==> src/rtl/voq_sched_pkg.sv <==
// Shared switch definitions: port index sizing, scheduler states and
// default port count.
package switch_defs;

    localparam int DEF_N_PORTS = 4;

    function automatic int idx_w(input int n);
        return (n > 1) ? $clog2(n) : 1;
    endfunction

    typedef logic [idx_w(DEF_N_PORTS)-1:0] port_idx_t;

    typedef enum logic [1:0] {
        S_IDLE,
        S_GRANT,
        S_ACCEPT,
        S_DONE
    } sched_state_t;

endpackage

==> src/rtl/voq_sched_rr_arbiter.sv <==
// Round-robin arbiter: first request at or after ptr, modulo N.
// Rotate, priority-encode, rotate back; purely combinational.
module rr_arbiter
    import switch_defs::*;
#(
    parameter int N = DEF_N_PORTS,
    parameter int W = idx_w(N)
) (
    input  logic [N-1:0] req,
    input  logic [W-1:0] ptr,
    output logic [N-1:0] gnt
);

    logic [N-1:0] rot;
    logic [N-1:0] pick;
    logic         found;

    always_comb begin
        rot   = '0;
        pick  = '0;
        gnt   = '0;
        found = 1'b0;
        for (int k = 0; k < N; k++) begin
            rot[k] = req[(k + int'(ptr)) % N];
        end
        for (int k = 0; k < N; k++) begin
            if (rot[k] && !found) begin
                pick[k] = 1'b1;
                found   = 1'b1;
            end
        end
        for (int m = 0; m < N; m++) begin
            gnt[m] = pick[(m + N - int'(ptr)) % N];
        end
    end

endmodule

==> src/rtl/voq_sched.sv <==
// iSLIP crossbar scheduler: one conflict-free ingress/egress match
// per cell slot, published with a one-cycle grant_valid pulse.
module voq_sched
    import switch_defs::*;
#(
    parameter int N_PORTS     = DEF_N_PORTS,
    parameter int ITERS       = 2,
    parameter int SLOT_CYCLES = 8
) (
    input  logic                                  clk,
    input  logic                                  reset,
    input  logic                                  experimenting,
    input  logic [N_PORTS*N_PORTS-1:0]            voq_req,
    output logic                                  sched_busy,
    output logic                                  grant_valid,
    output logic [N_PORTS-1:0]                    in_match,
    output logic [N_PORTS-1:0]                    out_match,
    output logic [N_PORTS*idx_w(N_PORTS)-1:0]     out_sel,
    output logic [31:0]                           match_cnt
);

    localparam int N  = N_PORTS;
    localparam int W  = idx_w(N_PORTS);
    localparam int CW = idx_w(SLOT_CYCLES);
    localparam int IW = idx_w(ITERS);

    sched_state_t state, state_d;

    logic [CW-1:0]         slot_cnt;
    logic                  exp_q;
    logic                  tick;
    logic                  rise;
    logic                  last_iter;
    logic [IW-1:0]         iter;
    logic [N*N-1:0]        snap;
    logic [N-1:0]          in_m, out_m, in_n, out_n;
    logic [N*W-1:0]        sel_w, sel_n;
    logic [N-1:0][W-1:0]   g_ptr, a_ptr, pg, pa, pg_n, pa_n;
    logic [N-1:0][N-1:0]   greq, gnt_c, gq, areq, acc;

    assign tick        = experimenting && (slot_cnt == CW'(SLOT_CYCLES - 1));
    assign rise        = experimenting && !exp_q;
    assign last_iter   = (iter == IW'(ITERS - 1));
    assign sched_busy  = (state != S_IDLE);
    assign grant_valid = (state == S_DONE);

    // greq[j] is egress j's view; areq[i] is ingress i's view of grants.
    always_comb begin
        greq = '0;
        areq = '0;
        for (int j = 0; j < N; j++) begin
            for (int i = 0; i < N; i++) begin
                greq[j][i] = snap[i*N+j] & ~in_m[i] & ~out_m[j];
                areq[i][j] = gq[j][i] & ~in_m[i];
            end
        end
    end

    for (genvar p = 0; p < N; p++) begin : g_arb
        rr_arbiter #(.N(N), .W(W)) u_gnt (
            .req (greq[p]),
            .ptr (g_ptr[p]),
            .gnt (gnt_c[p])
        );
        rr_arbiter #(.N(N), .W(W)) u_acc (
            .req (areq[p]),
            .ptr (a_ptr[p]),
            .gnt (acc[p])
        );
    end

    always_comb begin
        in_n  = in_m;
        out_n = out_m;
        sel_n = sel_w;
        pg_n  = pg;
        pa_n  = pa;
        for (int i = 0; i < N; i++) begin
            for (int j = 0; j < N; j++) begin
                if (acc[i][j]) begin
                    in_n[i]          = 1'b1;
                    out_n[j]         = 1'b1;
                    sel_n[i*W +: W]  = W'(j);
                    if (iter == '0) begin
                        pg_n[j] = W'(i + 1);
                        pa_n[i] = W'(j + 1);
                    end
                end
            end
        end
    end

    always_comb begin
        state_d = state;
        unique case (state)
            S_IDLE:   if (tick) state_d = S_GRANT;
            S_GRANT:  state_d = experimenting ? S_ACCEPT : S_IDLE;
            S_ACCEPT: begin
                if (!experimenting) state_d = S_IDLE;
                else if (last_iter) state_d = S_DONE;
                else                state_d = S_GRANT;
            end
            S_DONE:   state_d = S_IDLE;
            default:  state_d = S_IDLE;
        endcase
    end

    always_ff @(posedge clk or posedge reset) begin
        if (reset) begin
            state     <= S_IDLE;
            slot_cnt  <= '0;
            exp_q     <= 1'b0;
            iter      <= '0;
            snap      <= '0;
            in_m      <= '0;
            out_m     <= '0;
            sel_w     <= '0;
            gq        <= '0;
            g_ptr     <= '0;
            a_ptr     <= '0;
            pg        <= '0;
            pa        <= '0;
            in_match  <= '0;
            out_match <= '0;
            out_sel   <= '0;
            match_cnt <= '0;
        end else begin
            state <= state_d;
            exp_q <= experimenting;
            if (!experimenting || tick) slot_cnt <= '0;
            else                        slot_cnt <= slot_cnt + CW'(1);
            if (rise) match_cnt <= '0;
            unique case (state)
                S_IDLE: begin
                    if (tick) begin
                        snap  <= voq_req;
                        in_m  <= '0;
                        out_m <= '0;
                        sel_w <= '0;
                        iter  <= '0;
                        pg    <= g_ptr;
                        pa    <= a_ptr;
                    end
                end
                S_GRANT: gq <= gnt_c;
                S_ACCEPT: begin
                    in_m  <= in_n;
                    out_m <= out_n;
                    sel_w <= sel_n;
                    pg    <= pg_n;
                    pa    <= pa_n;
                    iter  <= iter + IW'(1);
                    // Publish on the edge into DONE so outputs are valid with the pulse.
                    if (experimenting && last_iter) begin
                        g_ptr     <= pg_n;
                        a_ptr     <= pa_n;
                        in_match  <= in_n;
                        out_match <= out_n;
                        out_sel   <= sel_n;
                        match_cnt <= match_cnt + 32'($countones(in_n));
                    end
                end
                default: ;
            endcase
        end
    end

endmodule

==> config.mk <==
export PLATFORM = sky130hd
export DESIGN_NAME = voq_sched
export DESIGN_NICKNAME = d
export VERILOG_FILES = /design/src/rtl/voq_sched_pkg.sv /design/src/rtl/voq_sched_rr_arbiter.sv /design/src/rtl/voq_sched.sv
export SDC_FILE = /design/constraint.sdc
export NUM_CORES = 1
export LEC_CHECK = 0
export BUFFER_PORTS_ARGS = -buffer_cell sky130_fd_sc_hd__buf_2
export CAP_MARGIN = 0
export CORE_ASPECT_RATIO = 2
export CORE_MARGIN = 2
export CORE_UTILIZATION = 37
export CTS_CLUSTER_SIZE = 8
export DETAILED_ROUTE_END_ITERATION = 16
export PLACE_DENSITY = 0.65
export SKIP_CTS_REPAIR_TIMING = 1
export SYNTH_ARGS = -nofsm -noshare
export SYNTH_HDL_FRONTEND = slang
export SYNTH_HIERARCHICAL = 1
export SYNTH_SLANG_ARGS = --single-unit
==> constraint.sdc <==
create_clock -name clk -period 5.7 [get_ports clk]
set_input_delay 0.285 -clock clk [delete_from_list [all_inputs] [get_ports clk]]
set_output_delay 0.285 -clock clk [all_outputs]
set_load 0.02 [all_outputs]
* After elaboration in Yosys (flattened, before gate mapping) *
Index checks and enable logic that the tools add are counted.

storage, ports and cells
  logic and storage cells = 755
  output and inout bits = 50
  input bits = 19
  flip-flop bits (word level) = 135

operators by class
  order comparisons = 64
  reductions and logical operators = 116
  equality and inequality tests = 5
  muxes and demuxes = 364
  bitwise gates (word level) = 112
  $add $sub $neg = 62

operator list
  kind                   number
  $lt A3 B4 Y1 const B   56
  $mux W1                201
  $mux W2                84
  $bmux W1 S2            64
  $sub A3 B2 Y4 const A  32
  $reduce_or A2 Y1       56
  $mux W32               3
  $and A1 B1 Y1          80
  $pmux W8 S2            3
  $add A2 B2 Y2 const A  16
  $add A32 B3 Y32        1
  $logic_and A1 B1 Y1    27
  $logic_not A1 Y1       26
  $and A1 B1 Y1 const A  24
  $lt A2 B3 Y1 const B   8
  $mux W8                3
  $add A1 B2 Y2 const A  8
  $pmux W4 S2            2
  $not A1 Y1             8
  $pmux W2 S4            1
  $reduce_and A2 Y1      3
  $add A1 B1 Y2          2
  $eq A2 B2 Y1 const B   2
  $mux W4                1
  other kinds (11)       12

* Longest topological paths before layout *
  depth in word-level cells = 26
  depth in mapped cells = 15
  gate-level depth less buffers = 13

* Hierarchy *
The synthesis kept the hierarchy.

modules (own cells, without submodules)
  module      sequential area each (um2)  cells an instance  area an instance (um2)  times used
  voq_sched   3378.2                      699                6605.1                  1
  rr_arbiter  0.0                         16                 97.6                    8

* Least setup slack after synthesis *
Ideal clock, no wire load.

  path type = reg-to-reg
  from = register in_m[2]
  to = register match_cnt[26]
  period minus slack after synthesis = 4.238 ns
  slack = 1.462 ns
  data arrival time = 4.161 ns
  stages on the path, launching flop included = 16
  library setup time = 0.078 ns
  buffers on the path = 2
  data required time = 5.622 ns
  cell sequence = dfrtp_1 -> clkbuf_1 -> nor2b_1 -> nor2_1 -> o311a_1 -> nor2_1 -> nor4b_1 -> fa_1 -> fa_1 -> inv_1 -> fa_1 -> nand3_1 -> or4_1 -> clkbuf_1 -> or3_1 -> a21oi_1

RTL lines
  what                    line              RTL
  start, declared         voq_sched.sv:36   logic [N-1:0] in_m, out_m, in_n, out_n;
  start signal, assigned  voq_sched.sv:147  in_m <= in_n;
  end signal, assigned    voq_sched.sv:160  match_cnt <= match_cnt + 32'($countones(in_n));
  end, declared           voq_sched.sv:19   output logic [31:0] match_cnt

==> summary.txt <==
Worst setup path
  – CP endpoint kind: register
  – Largest fanout on the critical path: 10
  – Worst Path Arrival: 5.06 ns
  – Kind of critical path: reg -> reg
  – CP Launch Type: register
  – Worst EP required: 6.04 ns

Power and ir drop
  – Leak: 0.003840 uW
  – Total power: 2787 uW
  – PD cells: 325.9 mW/mm^2
  – Worst VDD drop: 0.2109 mV

Timing
  – Final period utilization: 82.83%
  – Hold_ws: -0.03847 ns
  – Final setup violation count: 0
  – Final hold violation count: 15
  – Setup TNS: 0 ns
  – Final Max Tran Viols: 0
  – Tmin final: 4.722 ns
  – Unrepaired setup endpoints after global routing: no
  – Skew final: 0.01415 ns
  – Tightest Pin Transition: 1.113 ns
  – Fmax: 211.8 MHz
  – Rel. slew slack: 25.13%

Final layout
  – Layout Utilization: 43.34%
  – Fill count: 2017
  – Layout area overhead: 15.77%
  – Register area: 0.003378 mm^2
  – Final Instance Area: 0.008551 mm^2
  – # nets final: 901
  – Multi-input gate area: 0.003669 mm^2
  – N_diodes: 0
  – Layout cell share with drive strength beyond 1: 15.90%

Floorplanning
  – Full die area: 0.02118 mm^2
  – I/O pins: 69
  – Total core area: 0.01973 mm^2
  – Chip height: 203.8 um
  – Die Wd: 103.9 um
  – Initial core utilization: 37.44%
  – # rows: 73

Logic synthesis
  – Most frequent cell after synthesis: dfrtp_1
  – EDFF count, synth: 0
  – Mapped Cells: 827
  – Synth Cell Area: 0.007386 mm^2
  – Top_reg_cell synth: dfrtp_1
  – Mapped Avg Cell Area: 8.931 um^2
  – Dominant cell type by area after synthesis: dfrtp_1
  – Syn Nets: 852
  – Commonest cells post-synth: 135 x dfrtp_1, 125 x nand2_1, 84 x o21ai_0, 56 x a21oi_1, 52 x nor2_1
  – Ys Warns: 6
  – Unique masters post-synth: 58
  – Post-synth top area share: 45.74%
  – Async SR Flop Fraction: 100.0%
  – Top post-synthesis cells by area: dfrtp_1 46%, nand2_1 6.4%, o21ai_0 5.7%, a21oi_1 3.8%, mux2i_1 3.0%
  – Part of the Yosys area used for sequential elements: 45.74%
  – Post-synthesis register bit count: 135

Worst hold path
  – Tightest Hold Check Type: in -> async

GRT
  – Global-route wire length before repair: 34.31 mm
  – Largest net degree at the start of global routing: 78
  – Initial antenna violation count: 0
  – Remaining global-route overflow: 0
  – Total track usage: 20.51%
  – Number of global-route vias before repair: 6387

Drt
  – DRT Wirelength: 21.07 mm
  – DR iter-0 viols: 435
  – Drt drc: 0
  – Total number of vias: 6493
  – Routed vias/inst: 5.651
  – DR pass1 iterations: 5
  – Final ANT Viol Nets: 0
  – WL/cell: 18.34 um

Status
  – Status: finished, violations left
  – Violated checks: negative hold slack

Place
  – Port Buf Inserts: 68
  – Post-DP Area: 0.007945 mm^2
  – Post-DP HPWL: 15.04 mm
  – Gpl congestion: 0.9273

Clock tree
  – H-tree depth: 4
  – Max Buffers Root-to-Sink: 2
  – Worst-skew pair later-pin latency: 0.42 ns
  – Root Driver: clkbuf_16
  – CTS tree: done
  – Number of buffers created by CTS: 17
  – CTS clk-pin slew, worst paths: 0.06 ns
  – Clk sink count: 135

Flow run
  – Max_cap viols: 0
-- cells by family (layout without fill, tap and decap cells) --
logic type,Yosys count,in the layout,synth area share (%)
buffers and inverters,88,148,4.625
AO/OA/AOI/OAI,250,250,22.23
XOR/XNOR,3,3,0.3558
multiplexers,39,39,5.573
adder cells (fa/ha/maj),6,6,1.321
flip-flops,135,135,45.74
AND/OR/NAND/NOR,306,306,20.16
-- through the flow --
step,hold slack [ns],worst slack [ns],instances
final,-0.03847,0.9785,1149
after global routing,0.03475,0.6653,1149
after CTS,0.006343,0.9678,1149
after detailed placement,0.4318,0.9953,1119
after global placement,0.4247,1.064,1119
after floorplan,0.3164,1.462,827
-- report_power, final --
group | total (uW) | internal (uW) | switching [uW]
clock network | 1130 | 728 | 404
registers | 1240 | 1090 | 152
logic | 415 | 158 | 257
-- worst paths after layout --
kind / start / to / slack (ns) / depth (start not counted)
setup / recovery: in_m[2] / match_cnt[26] / 0.98 / 13
hold / removal: reset / slot_cnt[1] / -0.04 / 2
setup reg to reg: in_m[2] / match_cnt[26] / 0.98 / 13
hold reg to reg: slot_cnt[0] / slot_cnt[0] / 0.44 / 1
max in group asynchronous: reset / gq[1] / 4.48 / 3
min in group clk: voq_req[8] / snap[8] / 0.06 / 3
-- layout make-up --
type / instances / area share (%)
Clock buffer: 22 / 5.663
Clock inverter: 8 / 1.419
Inverter: 40 / 1.814
Multi-Input combinational cell: 604 / 42.90
Sequential cell: 135 / 39.51
Tap cell: 262 / 3.834
Timing Repair Buffer: 78 / 4.858
-- routing by layer --
metal | part of all wire, % | up-vias | track usage (%)
li1 | - | 3090 | -
met1 | 37 | 3156 | 21.30
met2 | 54 | 192 | 38.06
met3 | 3.8 | 55 | 3.221
met4 | 5.4 | 0 | 12.89
met5 | 0 | - | 0
-- critical path, stage by stage (launching register included) --
cell     delay, ns
dfrtp_1       0.51
nor2b_1       0.34
nor2_1        0.12
o311a_1       0.44
nor2_1        0.16
nor4b_1       0.59
fa_1          0.55
fa_1          0.39
inv_1         0.08
fa_1          0.20
nand3_1       0.14
or4_1         0.61
or3_1         0.38
a21oi_1       0.15
-- registers in the layout, indices dropped and copies added, names as in the netlist, 3 cells and up --
signal     count
a_ptr          8
g_ptr          8
gq            16
in_m           4
in_match       4
match_cnt     32
out_m          4
out_match      4
out_sel        8
pa             8
pg             8
sel_w          8
slot_cnt       3
snap          16
-- cell usage in the layout, fill, tap and decap left out, types with 5 or more instances in the layout --
cell / Yosys / routed
o31ai_1: 6 / 6
buf_4: 0 / 10
nand3_1: 35 / 35
clkbuf_16: 0 / 17
o311ai_0: 8 / 8
o211a_1: 16 / 16
o21a_1: 5 / 5
nor2b_1: 17 / 16
dfrtp_1: 135 / 135
a211oi_1: 5 / 5
o221a_2: 8 / 8
nor3_1: 10 / 10
inv_1: 40 / 39
buf_2: 3 / 68
o311a_1: 10 / 10
o221ai_1: 7 / 7
mux2i_1: 22 / 22
nor2_1: 52 / 52
a21oi_1: 56 / 56
o22ai_1: 13 / 13
o211ai_1: 7 / 7
nand2_1: 125 / 125
nor4_1: 5 / 5
o41ai_1: 6 / 6
nor3b_1: 18 / 18
mux2_2: 17 / 17
nand2b_1: 10 / 10
nand4_1: 9 / 9
o21ai_0: 84 / 84
Note: power is estimated with default switching activity, not from simulation.
